<file path="src/rtl/mii_frame_rx.sv">
// MII receive frame engine: strips preamble/SFD, assembles bytes, checks CRC-32, drops FCS.
// Latency: payload byte k is presented the cycle after byte k+4 completes; status one cycle after rx_dv falls.
// Backpressure: none; the MII stream cannot be stalled, so output strobes must be consumed when presented.
//
// Ports: clk/reset_n (async active-low); rx_dv/rx_er/rxd MII receive inputs (low nibble first);
// rx_byte/rx_byte_valid/rx_sof payload stream; rx_eof strobe qualifies rx_crc_ok, rx_align_err,
// rx_len_err, rx_phy_err and rx_len, which hold until the next rx_eof.
module mii_frame_rx #(
    parameter int MIN_LEN = 64,
    parameter int MAX_LEN = 1518
) (
    input  logic        clk,
    input  logic        reset_n,
    input  logic        rx_dv,
    input  logic        rx_er,
    input  logic [3:0]  rxd,
    output logic [7:0]  rx_byte,
    output logic        rx_byte_valid,
    output logic        rx_sof,
    output logic        rx_eof,
    output logic        rx_crc_ok,
    output logic        rx_align_err,
    output logic        rx_len_err,
    output logic        rx_phy_err,
    output logic [10:0] rx_len
);

    localparam logic [10:0] MIN_L = 11'(MIN_LEN);
    localparam logic [10:0] MAX_L = 11'(MAX_LEN);

    typedef enum logic [1:0] {IDLE, PREAMBLE, DATA, DROP} state_t;

    state_t      state, state_nxt;
    logic        enter_data;
    logic        frame_end;

    logic        first_cyc;   // high only until the first edge after reset release
    logic        half_vld;
    logic [3:0]  half_nib;
    logic [7:0]  dly [4];     // dly[0] is the oldest byte
    logic [2:0]  dly_cnt;
    logic [31:0] crc;
    logic [10:0] len;
    logic        phy_err;
    logic        first_out;

    // Reflected CRC-32 update for one byte (poly 0x04C11DB7 reflected = 0xEDB88320).
    function automatic logic [31:0] crc_byte(input logic [31:0] c, input logic [7:0] d);
        logic [31:0] r;
        r = c ^ {24'h0, d};
        for (int i = 0; i < 8; i++) begin
            r = r[0] ? ((r >> 1) ^ 32'hEDB88320) : (r >> 1);
        end
        return r;
    endfunction

    always_ff @(posedge clk or negedge reset_n) begin
        if (!reset_n) begin
            state <= IDLE;
        end else begin
            state <= state_nxt;
        end
    end

    always_comb begin
        state_nxt  = state;
        enter_data = 1'b0;
        frame_end  = 1'b0;
        case (state)
            IDLE: begin
                // A frame already in flight at reset release has lost its preamble; discard it.
                if (rx_dv) begin
                    state_nxt = (first_cyc || rxd != 4'h5) ? DROP : PREAMBLE;
                end
            end
            PREAMBLE: begin
                if (!rx_dv) begin
                    state_nxt = IDLE;
                end else if (rxd == 4'hD) begin
                    state_nxt  = DATA;
                    enter_data = 1'b1;
                end else if (rxd != 4'h5) begin
                    state_nxt = DROP;
                end
            end
            DATA: begin
                if (!rx_dv) begin
                    state_nxt = IDLE;
                    frame_end = 1'b1;
                end
            end
            DROP: begin
                if (!rx_dv) begin
                    state_nxt = IDLE;
                end
            end
            default: state_nxt = IDLE;
        endcase
    end

    always_ff @(posedge clk or negedge reset_n) begin
        if (!reset_n) begin
            first_cyc     <= 1'b1;
            half_vld      <= 1'b0;
            half_nib      <= 4'h0;
            for (int i = 0; i < 4; i++) begin
                dly[i] <= 8'h00;
            end
            dly_cnt       <= 3'd0;
            crc           <= 32'hFFFFFFFF;
            len           <= 11'd0;
            phy_err       <= 1'b0;
            first_out     <= 1'b0;
            rx_byte       <= 8'h00;
            rx_byte_valid <= 1'b0;
            rx_sof        <= 1'b0;
            rx_eof        <= 1'b0;
            rx_crc_ok     <= 1'b0;
            rx_align_err  <= 1'b0;
            rx_len_err    <= 1'b0;
            rx_phy_err    <= 1'b0;
            rx_len        <= 11'd0;
        end else begin
            first_cyc     <= 1'b0;
            rx_byte_valid <= 1'b0;
            rx_sof        <= 1'b0;
            rx_eof        <= 1'b0;

            if (enter_data) begin
                half_vld  <= 1'b0;
                dly_cnt   <= 3'd0;
                crc       <= 32'hFFFFFFFF;
                len       <= 11'd0;
                phy_err   <= 1'b0;
                first_out <= 1'b1;
            end else if (state == DATA && rx_dv) begin
                if (rx_er) begin
                    phy_err <= 1'b1;
                end
                if (!half_vld) begin
                    half_nib <= rxd;
                    half_vld <= 1'b1;
                end else begin
                    half_vld <= 1'b0;
                    if (len != 11'h7FF) begin
                        len <= len + 11'd1;
                    end
                    dly[0] <= dly[1];
                    dly[1] <= dly[2];
                    dly[2] <= dly[3];
                    dly[3] <= {rxd, half_nib};
                    // Once four bytes are held back, each new byte releases the oldest one;
                    // the final four bytes (the FCS) are therefore never presented.
                    if (dly_cnt == 3'd4) begin
                        rx_byte       <= dly[0];
                        rx_byte_valid <= 1'b1;
                        rx_sof        <= first_out;
                        first_out     <= 1'b0;
                        crc           <= crc_byte(crc, dly[0]);
                    end else begin
                        dly_cnt <= dly_cnt + 3'd1;
                    end
                end
            end

            if (frame_end) begin
                half_vld     <= 1'b0;
                rx_eof       <= 1'b1;
                rx_align_err <= half_vld;
                // Held bytes are the FCS, first byte in dly[0] = CRC[7:0].
                rx_crc_ok    <= !half_vld && (len >= 11'd4) &&
                                (~crc == {dly[3], dly[2], dly[1], dly[0]});
                rx_len_err   <= (len < MIN_L) || (len > MAX_L);
                rx_phy_err   <= phy_err;
                rx_len       <= len;
            end
        end
    end

endmodule

</file>
<file path="config.mk">
export PLATFORM = sky130hd
export DESIGN_NAME = mii_frame_rx
export DESIGN_NICKNAME = d
export VERILOG_FILES = /design/src/rtl/mii_frame_rx.sv
export SDC_FILE = /design/constraint.sdc
export NUM_CORES = 1
export LEC_CHECK = 0
export ABC_AREA = 1
export BUFFER_PORTS_ARGS = -buffer_cell sky130_fd_sc_hd__buf_4
export CORE_ASPECT_RATIO = 0.8
export CORE_MARGIN = 8
export CORE_UTILIZATION = 48
export DETAILED_ROUTE_END_ITERATION = 8
export GPL_TIMING_DRIVEN = 1
export PLACE_DENSITY = 0.75
export RECOVER_POWER = 50
export SLEW_MARGIN = 20
export SYNTH_ARGS = -nofsm -noshare
export SYNTH_HDL_FRONTEND = slang
export SYNTH_SLANG_ARGS = --single-unit
</file>
<file path="constraint.sdc">
create_clock -name clk -period 2.3 [get_ports clk]
set_input_delay 0.46 -clock clk [delete_from_list [all_inputs] [get_ports clk]]
set_output_delay 0.46 -clock clk [all_outputs]
set_load 0.01 [all_outputs]
</file>
==> impl_results.md <==
* Area growth from synthesis to layout at 16.8%
* Final worst slack at 0.271 ns
* FF+latch area at 2890 µm²
* PD cells at 1650 nW/µm²
* Relative slew slack at 4.46%
* Combinational share of power at 47.3%
* H-tree Lvls at 4
* CP max stage cell: dfrtp_1
* Mapped Cells at 793
* Outcome: complete, no violations
* Pre-CTS WS at between 0.2 and 0.3 ns
* Clk_lat worst skew at 0.41 ns
* Min Hold Slack at 0.274 ns
* Yosys reg bits at 114
* Setup Skew at 0.0135 ns
* Total net switching power at 5.24 mW
* Final period util at 88.2%
* CTS resizes at 0
* Critical Path AT at 2.38 ns
* Most used flip-flop cell after synthesis: dfrtp_1
* Final Hold Violating Endpoints at 0
* Port Buffers at 33
* Routability cong. at 0.892
* Maximum VDD drop at between 700 and 800 µV
* Worst EP required at 2.65 ns
* WL per Instance at 15.5 µm
* CP endpoint kind: register
* Unrepaired setup endpoints after global routing: false
* CTS Buf Count at 17
* Clock buffer depth at 2
* Synthesized Nets at 807
* Commonest non-fill, non-tap cells in the layout: nand2_1 (282), inv_1 (93), dfrtp_1 (81)
* Row cnt at 37
* Post-Route WL at approximately 16,000 µm
* Commonest non-fill, non-tap cell in the layout: nand2_1
* Core area at 12,700 µm²
* CP startpoint kind: register
* Clk root buf: clkbuf_16
* Max Clk Rate at roughly 490 MHz
* Top Family by Delay on Critical Path: simple AND/OR/NAND/NOR gates
* Antenna violations before repair at 0
* DPL Wire Length at 11,300 µm
* Clock transition at path regs at 0.05 ns
* Syn avg cell area at 7.81 µm²
* Nets at 855
* Die Span Y at 118 µm
* Crit Path Max Fanout at 17
* Int Pwr at 6.69 mW
* Slowest stage delay, CP at 0.37 ns
* Filler cells at 1,171
* Maxcap violations at 0
* Worst Path Buf+Inv at 2
* Starting Density at 48.6%
* Multi-input logic area at around 2800 µm²
* First-pass GRT wire length at 26,400 µm
* Initial DRT Pass Iterations at 5
* Netlist cell types at 41
* CTS tree: built
* Crit-path cells: nand2_1, nor2_1, nand2_1, nor2_8, inv_2, nand2_4, inv_2, a21oi_1, o21ai_1, o21ai_1
* Post-DRT Antenna Nets at 0
* Grt ovf at 0
* Clock power frac at 21.7%
* Max-slew violation count at 0
* Setup TNS at 0 ns
* Pin count of the biggest net entering global routing at 56
* Leak at between 3 and 4 nW
* Die ar. at 16,800 µm²
* Switching share of power at between 40% and 50%
* Vias in the first global route at 5,169
* Reg power frac at 31.0%
* Vias/cell at 5.27
* DRC Markers at 0
* Ant diodes at 0
* Synthesis Warnings at 0
* R2R Setup Slk at 0.27 ns
* Die W at 143 µm
* Final setup viols at 0
* Vias post-DR at 5,416
* DR iter-0 viols at 490
* Number of I/O pins at 34
* Fraction of layout instances using a drive strength above 1 at about 16%
* Measured slew at the worst slew-check pin at 1.43 ns
* CP Class: register to register
* EDFF count, synth at 0
* Final min period at 2.03 ns
* Async SR Flop Fraction at 100%
* Synthesized area at 6190 µm²
* Clock net sink count at ~110
* Sequential fraction of the synthesis area at a little under half
* Worst hold-check path type: input port to register
* GRT Resource Usage Total at 19.9%
-- flip-flops by register name, summed over array words and instances, names as in the netlist --
name	count
rx_align_err	1
state	2
first_out	1
first_cyc	1
half_vld	1
rx_crc_ok	1
dly_cnt	3
rx_byte_valid	1
len	11
half_nib	4
dly	32
rx_eof	1
phy_err	1
rx_sof	1
rx_len_err	1
crc	32
rx_phy_err	1
rx_len	11
rx_byte	8
-- Yosys cell counts (2+ instances only) --
cell | instances | area share, %
o21ai_1 | 6 | 0.49
buf_6 | 3 | 0.55
ha_1 | 6 | 1.2
nand4_1 | 12 | 1.2
dfstp_2 | 33 | 14
a21oi_1 | 12 | 0.97
nand2_4 | 3 | 0.55
o22ai_1 | 17 | 1.7
nand3_1 | 40 | 3.2
xnor2_1 | 19 | 2.7
clkbuf_1 | 9 | 0.55
o211ai_1 | 3 | 0.36
nand2_1 | 280 | 17
inv_2 | 8 | 0.49
inv_1 | 93 | 5.6
a22oi_1 | 2 | 0.24
buf_2 | 4 | 0.32
dfrtp_1 | 81 | 33
xor2_1 | 32 | 4.5
buf_4 | 2 | 0.24
nor3_1 | 10 | 0.81
o21ai_0 | 61 | 4.9
or2_2 | 2 | 0.20
nor2_1 | 29 | 1.8
nand2_2 | 10 | 1.0
-- metrics by stage --
stage / total power [mW] / area (µm²) / cells / util [%]
after CTS: 11.9 / 7250 / 1028 / 57.0
final: 11.9 / 7230 / 1028 / 56.8
after global routing: 12.9 / 7230 / 1028 / 56.8
after global placement: 9.09 / 6660 / 996 / 52.3
after floorplan: 7.69 / 6190 / 793 / -
after detailed placement: 9.20 / 6660 / 996 / 52.3
-- area by class of cell --
type,instances,share of cell area [%]
sequential,114,40.0
multi-input combinational,559,38.6
clock buffer,25,6.86
inverter,102,5.32
timing repair buffer,47,4.99
tap,175,3.03
clock inverter,6,1.14
-- cells by family after synthesis --
logic type,Yosys count,synth area share [%]
and+or+nand+nor,391,26.7
adders and majority gates,6,1.21
AOI/OAI and AO/OA,109,9.91
DFF,114,46.8
buffers and inverters,120,7.86
other,1,0.0606
xor gates and xnor gates,52,7.48
-- worst register-to-register path: cells and delay by family, from the launching register on --
kind | cells | cell delay [ns]
compound gates | 3 | 0.29
flops | 1 | 0.37
simple gates | 5 | 0.98
buf+inv | 2 | 0.31
-- what timing repair did --
action,in CTS,in global routing
hold buffers,1,0
hold endpoints to repair,14,0
buffers inserted,0,0
-- worst paths after layout --
check,start,depth (start not counted),to
setup / recovery,state[1]$_DFFE_PN0P_,10,crc[8]$_DFFE_PN1P_
hold / removal,rx_er,3,phy_err$_DFFE_PN0P_
setup reg to reg,state[1]$_DFFE_PN0P_,10,crc[8]$_DFFE_PN1P_
hold reg to reg,rx_byte[7]$_DFFE_PN0P_,2,rx_byte[7]$_DFFE_PN0P_
max in group asynchronous,reset_n,3,first_cyc$_DFF_PN1_
min in group asynchronous,reset_n,2,dly[19]$_DFFE_PN0P_
-- layer usage --
layer	vias to the layer above	global-route usage, %	wire (µm)
met5	-	0	0
met4	0	5.77	178
met3	22	5.72	1500
met2	237	28.6	6790
met1	2550	28.1	7450
li1	2607	-	-
-- power by group through the flow --
stage,Sequential [mW],Combinational (mW),Clock [mW]
finish,3.70,5.64,2.59
detailed placement,3.70,5.50,0
global route,3.79,6.41,2.71
CTS,3.68,5.57,2.61
global placement,3.69,5.40,0
floorplan,3.51,4.18,0
No activity file was read; power rests on OpenSTA's default activity.
